## config.mk

```make
export PLATFORM = sky130hd
export DESIGN_NAME = fifo_read_stream_adapter
export DESIGN_NICKNAME = d
export VERILOG_FILES = /design/src/rtl/sp_fifo_pkg.sv /design/src/rtl/fifo_read_stream_adapter_stream_buffer2.sv /design/src/rtl/fifo_read_stream_adapter.sv
export SDC_FILE = /design/constraint.sdc
export NUM_CORES = 1
export LEC_CHECK = 0
export CELL_PAD_IN_SITES_DETAIL_PLACEMENT = 1
export CELL_PAD_IN_SITES_GLOBAL_PLACEMENT = 1
export CORE_ASPECT_RATIO = 1.2
export CORE_MARGIN = 2
export CORE_UTILIZATION = 37
export DETAILED_ROUTE_END_ITERATION = 16
export PLACE_DENSITY_LB_ADDON = 0.1
export SYNTH_ARGS = -nofsm -noshare
export SYNTH_HDL_FRONTEND = slang
export SYNTH_HIERARCHICAL = 1
export SYNTH_SLANG_ARGS = --single-unit
```

## constraint.sdc

```tcl
create_clock -name clock -period 2.73 [get_ports clock]
set_input_delay 0.546 -clock clock [delete_from_list [all_inputs] [get_ports clock]]
set_output_delay 0.546 -clock clock [all_outputs]
set_load 0.02 [all_outputs]
```

## src/rtl/sp_fifo_pkg.sv

```systemverilog
// sp_fifo_pkg: shared constants and types for blocks on the FIFO read side
package sp_fifo_pkg;

    // Read data appears this many cycles after an accepted rd_en
    localparam int FIFO_READ_LATENCY = 1;

    // Output buffer depth of the stream adapter
    localparam int STREAM_BUF_DEPTH = 2;

    // Occupancy of the 2-entry stream buffer (0..2)
    typedef logic [1:0] occ_t;

endpackage

```

## src/rtl/fifo_read_stream_adapter_stream_buffer2.sv

```systemverilog
// stream_buffer2: 2-entry in-order register buffer with push, pop and occupancy
module stream_buffer2
    import sp_fifo_pkg::*;
#(
    parameter int DATA_WIDTH = 32
) (
    input  logic                  clk,
    input  logic                  rst,
    input  logic                  push_i,
    input  logic [DATA_WIDTH-1:0] push_data_i,
    input  logic                  pop_i,
    output logic [DATA_WIDTH-1:0] head_o,
    output occ_t                  occ_o
);

    logic [DATA_WIDTH-1:0] head_q, head_d, second_q, second_d;
    occ_t                  occ_q, occ_d, occ_mid;

    // A pop frees the head first, so a same-cycle push lands in whichever slot is then next free
    always_comb begin
        occ_mid  = occ_q - occ_t'(pop_i);
        occ_d    = occ_mid + occ_t'(push_i);
        head_d   = (pop_i && occ_q == 2'd2) ? second_q :
                   (push_i && occ_mid == 2'd0) ? push_data_i : head_q;
        second_d = (push_i && occ_mid == 2'd1) ? push_data_i : second_q;
    end

    // Buffer registers, cleared on reset
    always_ff @(posedge clk) begin
        if (rst) begin
            occ_q    <= '0;
            head_q   <= '0;
            second_q <= '0;
        end else begin
            occ_q    <= occ_d;
            head_q   <= head_d;
            second_q <= second_d;
        end
    end

    assign head_o = head_q;
    assign occ_o  = occ_q;

endmodule

```

## src/rtl/fifo_read_stream_adapter.sv

```systemverilog
// fifo_read_stream_adapter: turns a 1-cycle-latency FIFO read port into a valid/ready stream
module fifo_read_stream_adapter
    import sp_fifo_pkg::*;
#(
    parameter int DATA_WIDTH  = 32,
    parameter int COUNT_WIDTH = 10
) (
    input  logic                   clock,
    input  logic                   reset,
    input  logic [DATA_WIDTH-1:0]  rd_data,
    output logic                   rd_en,
    input  logic                   empty,
    input  logic                   almost_empty,
    input  logic [COUNT_WIDTH-1:0] rd_data_count,
    output logic [DATA_WIDTH-1:0]  m_data,
    output logic                   m_valid,
    input  logic                   m_ready,
    output logic                   m_almost_empty,
    output logic [COUNT_WIDTH+1:0] level
);

    if (FIFO_READ_LATENCY != 1) begin : g_latency_check
        $error("fifo_read_stream_adapter only supports a FIFO read latency of 1");
    end

    logic inflight_q;
    logic pop;
    occ_t occ;

    stream_buffer2 #(.DATA_WIDTH(DATA_WIDTH)) u_buf (
        .clk         (clock),
        .rst         (reset),
        .push_i      (inflight_q && !reset),
        .push_data_i (rd_data),
        .pop_i       (pop),
        .head_o      (m_data),
        .occ_o       (occ)
    );

    assign pop            = m_valid && m_ready;
    assign m_valid        = occ != 2'd0;
    assign m_almost_empty = almost_empty;
    // Issue only while buffered plus in-flight words, after this cycle's pop, leave a free slot
    assign rd_en          = !empty && !reset && ({1'b0, occ} + 3'(inflight_q) - 3'(pop)) < 3'd2;
    assign level          = (COUNT_WIDTH+2)'(rd_data_count) + (COUNT_WIDTH+2)'(occ) + (COUNT_WIDTH+2)'(inflight_q);

    // Remember an issued read so its returning word is captured next cycle
    always_ff @(posedge clock) begin
        if (reset) inflight_q <= 1'b0;
        else       inflight_q <= rd_en;
    end

endmodule

```

# After elaboration in Yosys (flattened, before gate mapping)
# Index checks and enable logic that the tools add are counted.
[totals]
wordCells = 27
ff_bits = 67
out_inout_bits = 47
[op_classes]
mux = 2
n_addsub = 6
reduce_logical = 12
n_eq_ne = 2
magnitude_cmp = 1
[ops]
columns = ["op", "n"]
rows = [
  ["$mux W32", 2],
  ["$add A11 B1 Y12", 1],
  ["$add A10 B2 Y11", 1],
  ["$logic_and A1 B1 Y1", 7],
  ["$reduce_bool A2 Y1", 2],
  ["$add A2 B1 Y3", 1],
  ["$lt A3 B2 Y1 const B", 1],
  ["$sub A3 B1 Y3", 1],
  ["$add A2 B1 Y2", 1],
  ["$eq A2 B1 Y1 const B", 1],
  ["$eq A2 B2 Y1 const B", 1],
  ["$logic_not A1 Y1", 2],
  ["$logic_not A2 Y1", 1],
  ["$sub A2 B1 Y2", 1],
]

# Logic depth before layout (Yosys ltp)
[depth]
ltp_word = 7
mapped_depth = 10
mapped_depth_nobuf = 8

# By module
# Netlist, hierarchy kept.
[modules_own_cells]
columns = ["module", "area_per_inst_um2", "cells_per_inst", "n_inst"]
rows = [
  ["stream_buffer2", 3439.5, 390, 1],
  ["fifo_read_stream_adapter", 377.9, 44, 1],
]

# Worst setup path before layout
# Ideal clock, no wire load.
[synth_timing]
path_kind = "register to output"
start = "register u_buf.occ_q[1] (netlist: u_buf/occ_o[1])"
end = "output port rd_en"
stages_incl_launch_ff = 9
t_arrival_ps = 2641
path_buffers = 0
required_time_ps = 2184
setup_slack_ps = -457
cell_sequence = "dfxtp_1 inv_1 nand2_1 and2_1 ha_1 nand2b_1 fa_1 xor2_1 nor4b_1"
[synth_via]
elab_chain_len = 5
elab_cells_between_ends = 6
cone_classes = "2 x add/sub; 1 x order compare; 3 x reduce/logical"
[synth_rtl]
columns = ["element", "line_no", "source"]
rows = [
  ["from (decl)", "fifo_read_stream_adapter_stream_buffer2.sv:17", "occ_t occ_q, occ_d, occ_mid;"],
  ["from (signal assigned)", "fifo_read_stream_adapter_stream_buffer2.sv:31", "occ_q <= '0;"],
  ["from (signal assigned)", "fifo_read_stream_adapter_stream_buffer2.sv:35", "occ_q <= occ_d;"],
  ["$reduce_bool A2 Y1", "fifo_read_stream_adapter.sv:41", "assign m_valid = occ != 2'd0;"],
  ["net m_valid", "fifo_read_stream_adapter.sv:16", "output logic m_valid,"],
  ["$logic_and A1 B1 Y1", "fifo_read_stream_adapter.sv:40", "assign pop = m_valid && m_ready;"],
  ["net pop", "fifo_read_stream_adapter.sv:27", "logic pop;"],
  ["$sub A3 B1 Y3", "fifo_read_stream_adapter.sv:44", "assign rd_en = !empty && !reset && ({1'b0, occ} + 3'(inflight_q) - 3'(pop)) < 3'd2;"],
  ["$lt A3 B2 Y1", "fifo_read_stream_adapter.sv:44", ""],
  ["$logic_and A1 B1 Y1", "fifo_read_stream_adapter.sv:44", ""],
  ["to (decl)", "fifo_read_stream_adapter.sv:11", "output logic rd_en,"],
]
# The timed path passes the listed nets, and every way through them passes these cells.

# Final worst setup path
[layout_timing]
start = "register u_buf.occ_q[0] (netlist: u_buf/occ_o[0])"
end = "output port rd_en"
[layout_via]
elab_chain_len = 5
elab_cells_between_ends = 6
cone_classes = "2 x add/sub; 1 x order compare; 3 x reduce/logical"
[layout_rtl]
columns = ["element", "line_no"]
rows = [
  ["$reduce_bool A2 Y1", "fifo_read_stream_adapter.sv:41"],
  ["$logic_and A1 B1 Y1", "fifo_read_stream_adapter.sv:40"],
  ["net pop", "fifo_read_stream_adapter.sv:27"],
  ["$sub A3 B1 Y3", "fifo_read_stream_adapter.sv:44"],
  ["$lt A3 B2 Y1", "fifo_read_stream_adapter.sv:44"],
  ["$logic_and A1 B1 Y1", "fifo_read_stream_adapter.sv:44"],
]
# The timed path passes the listed nets, and every way through them passes these cells.

==> results.cfg <==
[run_status]
status = finished, violations left
violations = negative setup slack

[timing]
tightest_slew_ns = 0.829
finalCritPeriodShare_pct = 103
max-slew-margin-rel_pct = 44.7
drv_slew = 0
tns_ns = -0.0721
rsz0062_at_grt = true
min_period_ns = 2.80
finClkSkew_ns = 0.00693
hold_viol = 0
fmax_mhz = 357
fin_ws_ns = -0.0721
setup_viol = 1

[floorplanning]
start_util_pct = 38.1
die_h_um = 115
fp.dieW_um = 96.7
coreArea_sq_um = 10000
ios = 94
num_rows = 40
die_area_sq_um = 11100

[synthesis]
ys_types = 38
synthFlopType = dfxtp_1
synth-seq-cells = 67
synth_area_sq_um = 3820
syn_inst = 434
async_reset_ff_share_pct = 0
syn_area_per_cell_sq_um = 8.80
synth_edf_count = 0
yosysSeqAreaShare_pct = 35.1
synth_nets = 488
yosys_warnings = 6

[hold_path]
min_to = u_buf/second_q[4]
min_path_type = reg -> reg
worstHoldStart = u_buf/second_q[4]
min_path_cells = 2

[detailed_routing]
drcViolationCount = 0
wl_um = 11700
drt-pass1-iter-count = 4
wire_per_inst_um = 17.8
via_per_inst = 5.65
drt.antenna.violating_nets = 0
drt_iter0_markers = 133
vias = 3703

[power_and_ir_drop]
p_int_w = 0.00319
p_seq_share_pct = 22.9
netSwitchingPower_w = 0.00213
vdd_drop_max_mv = 0.395
switching_share_pct = 40.0
combPwrFrac_pct = 57.3
pwr-share-clk_pct = 19.8
powerDensity_nw_per_um2 = 1000
leakage_nw = 2.16

[global_routing]
antenna_found_initial = 0
grt_start_max_net_pins = 54
grt_pass1_vias = 3852
grt_pass1_wl_um = 18900
track_usage_pct = 21.0
grt-ovfl-total = 0

[clock_tree]
path_clk_slew_ns = 0.06
cts_tree = yes
hold_buffers = 0
clk_latency_ns = 0.32
cts_root_buf = clkbuf_16
cts_max_path_buffers = 2
numCtsBuffers = 9
cts_sinks = 67
cts_htree_levels = 3

[place]
io_buffer_count = 90
dp_hpwl_um = 7840
detailed_place.area_sq_um = 4970
gp_congestion = 0.729
placed_cells = 635

[critical_path]
max_stage_delay_ns = 0.38
crit_required_ns = 2.18
crit_arrival_ns = 2.26
r2r_setup_slack_ns = 0.34
reg2regPathDepth = 6
start_kind = flip-flop
timing.critical_path.cells = inv_2, nand2_2, and2_4, ha_4, nand2b_4, fa_2, xor2_4, nor4b_4, buf_4
r2r_end = u_buf/second_q[28]
crit_type = reg -> out
crit_slowest_cell = fa_2
reg2reg_from = u_buf/occ_o[1]
cp-end-kind = output pin
crit_fanout = 2
path_buf_inv = 2
crit_family = simple AND/OR/NAND/NOR gates

[final_layout]
final_cell_area_sq_um = 5310
instances_no_fill = 655
nets = 578
drive_gt1_share_pct = 23.1
n_antenna_cell = 0
syn2layout_area_growth_pct = 39.0

[flow_run]
maxCapViolCount = 0
-- synthesized netlist by cell type (2+ instances only) --
cell      instances  share of area [%]
fa_1              3                1.6
xor2_1            7                1.6
nor2_1            3               0.29
nand2b_1         33                5.4
dfxtp_1          67                 35
clkbuf_1         33                3.2
a311oi_1         32                7.3
nor2b_1           3               0.49
a21oi_1          33                4.3
mux2i_1          32                8.4
o21ai_0          32                4.2
buf_6             3               0.88
ha_1              4                1.3
or2b_1            2               0.39
buf_2            10                1.3
nor4b_1           2               0.46
xnor2_1           5                1.1
nand3_1          32                4.2
nand2_1           4               0.39
or2_2            32                5.2
inv_1             8               0.79
buf_4             2               0.39
and3_1            3               0.49
o32ai_1          32                7.3
buf_1             3               0.29
clkbuf_2          2               0.26
-- area by class of cell --
cell class / instances / area (sq um)
Inverter: 8 / 30.0
Tap cell: 126 / 158
Timing Repair Buffer: 132 / 1200
Multi-Input combinational cell: 306 / 2300
Fill cell: 1160 / 4700
Sequential cell: 67 / 1340
Clock buffer: 14 / 264
Clock inverter: 2 / 10.0
-- per-stage QoR --
| stage | worst slack (ns) | hold slack (ns) | total power [W] | utilization (%) |
|---|---|---|---|---|
| global route | -0.168 | 0.506 | 0.00569 | 53.0 |
| detailed placement | -0.833 | 0.470 | 0.00416 | 49.7 |
| finish | -0.0721 | 0.475 | 0.00532 | 53.0 |
| global placement | -0.794 | 0.459 | 0.00407 | 49.7 |
| CTS | -0.0311 | 0.477 | 0.00532 | 52.7 |
| floorplan | 0.0220 | 0.453 | 0.00309 | - |
-- cell families after synthesis --
| logic type | count (synthesis) | synth area share [%] |
|---|---|---|
| buffers and inverters | 61 | 7.18 |
| adders and majority gates | 7 | 2.88 |
| xor gates and xnor gates | 12 | 2.75 |
| muxes | 32 | 8.39 |
| AOI/OAI and AO/OA | 129 | 23.2 |
| and+or+nand+nor | 125 | 20.4 |
| DFF | 67 | 35.1 |
| other | 1 | 0.0982 |
-- how the worst max path moves through the flow --
| stage | start | endpoint | slack (ns) | cells after the start |
|---|---|---|---|---|
| 6_report | u_buf/occ_o[0] | rd_en | -0.07 | 9 |
| 5_1_grt | u_buf/occ_o[1] | rd_en | -0.17 | 9 |
| 4_1_cts | u_buf/occ_o[1] | rd_en | -0.03 | 9 |
| 3_5_place_dp | m_ready | rd_en | -0.83 | 8 |
| 3_3_place_gp | m_ready | rd_en | -0.79 | 8 |
| 2_1_floorplan | u_buf/occ_o[1] | rd_en | 0.02 | 8 |
-- layout by cell type, fill, tap and decap left out, types with 2 or more instances in the layout --
cell type        instances
nand2_1                  3
xor2_1                   5
nor2b_1                  2
or2_2                   32
dfxtp_2                  2
mux2i_1                 32
inv_2                    3
clkbuf_8                 2
o32ai_1                 32
buf_2                    7
a21oi_1                 33
o21ai_0                 32
ha_1                     3
inv_1                    5
fa_2                     3
a311oi_1                32
buf_4                   43
xnor2_1                  4
or2b_1                   2
clkbuf_16                9
clkinv_2                 2
nand3_1                 32
nand2b_1                32
clkdlybuf4s50_1         75
and3_1                   3
dfxtp_1                 65
nor2_1                   2
nor4b_4                  2
clkbuf_1                 3
buf_12                   2
-- worst register-to-register path: stages, from the launching register on --
cell,delay (ns)
dfxtp_2,0.33
buf_4,0.25
buf_4,0.48
xor2_2,0.74
buf_12,0.24
o21ai_0,0.09
a21oi_1,0.18
-- power groups by stage --
stage / clock network [W] / registers, W / logic, W
after global routing: 0.00114 / 0.00124 / 0.00331
after detailed placement: 0 / 0.00123 / 0.00292
final: 0.00106 / 0.00122 / 0.00305
after floorplan: 0 / 0.00134 / 0.00175
after global placement: 0 / 0.00122 / 0.00284
after CTS: 0.00108 / 0.00122 / 0.00302
-- registers in the layout, indices dropped and copies added, names as in the netlist --
| register | count |
|---|---|
| u_buf/head_o | 32 |
| inflight_q | 1 |
| u_buf/occ_o | 2 |
| u_buf/second_q | 32 |
-- metal layers --
| metal | GRT usage [%] | part of all wire, % |
|---|---|---|
| met1 | 23.7 | 42 |
| met2 | 40.1 | 54 |
| met3 | 4.01 | 3.2 |
| met4 | 6.10 | 0.81 |
| met5 | 0 | 0 |
-- what timing repair did --
action / 4_1_cts / 5_1_grt
setup buffers: 2 / 2
gates resized for setup: 65 / 5
setup endpoints to repair: 11 / 3
pin swaps: 6 / 6
Note: power is estimated with default switching activity, not from simulation.
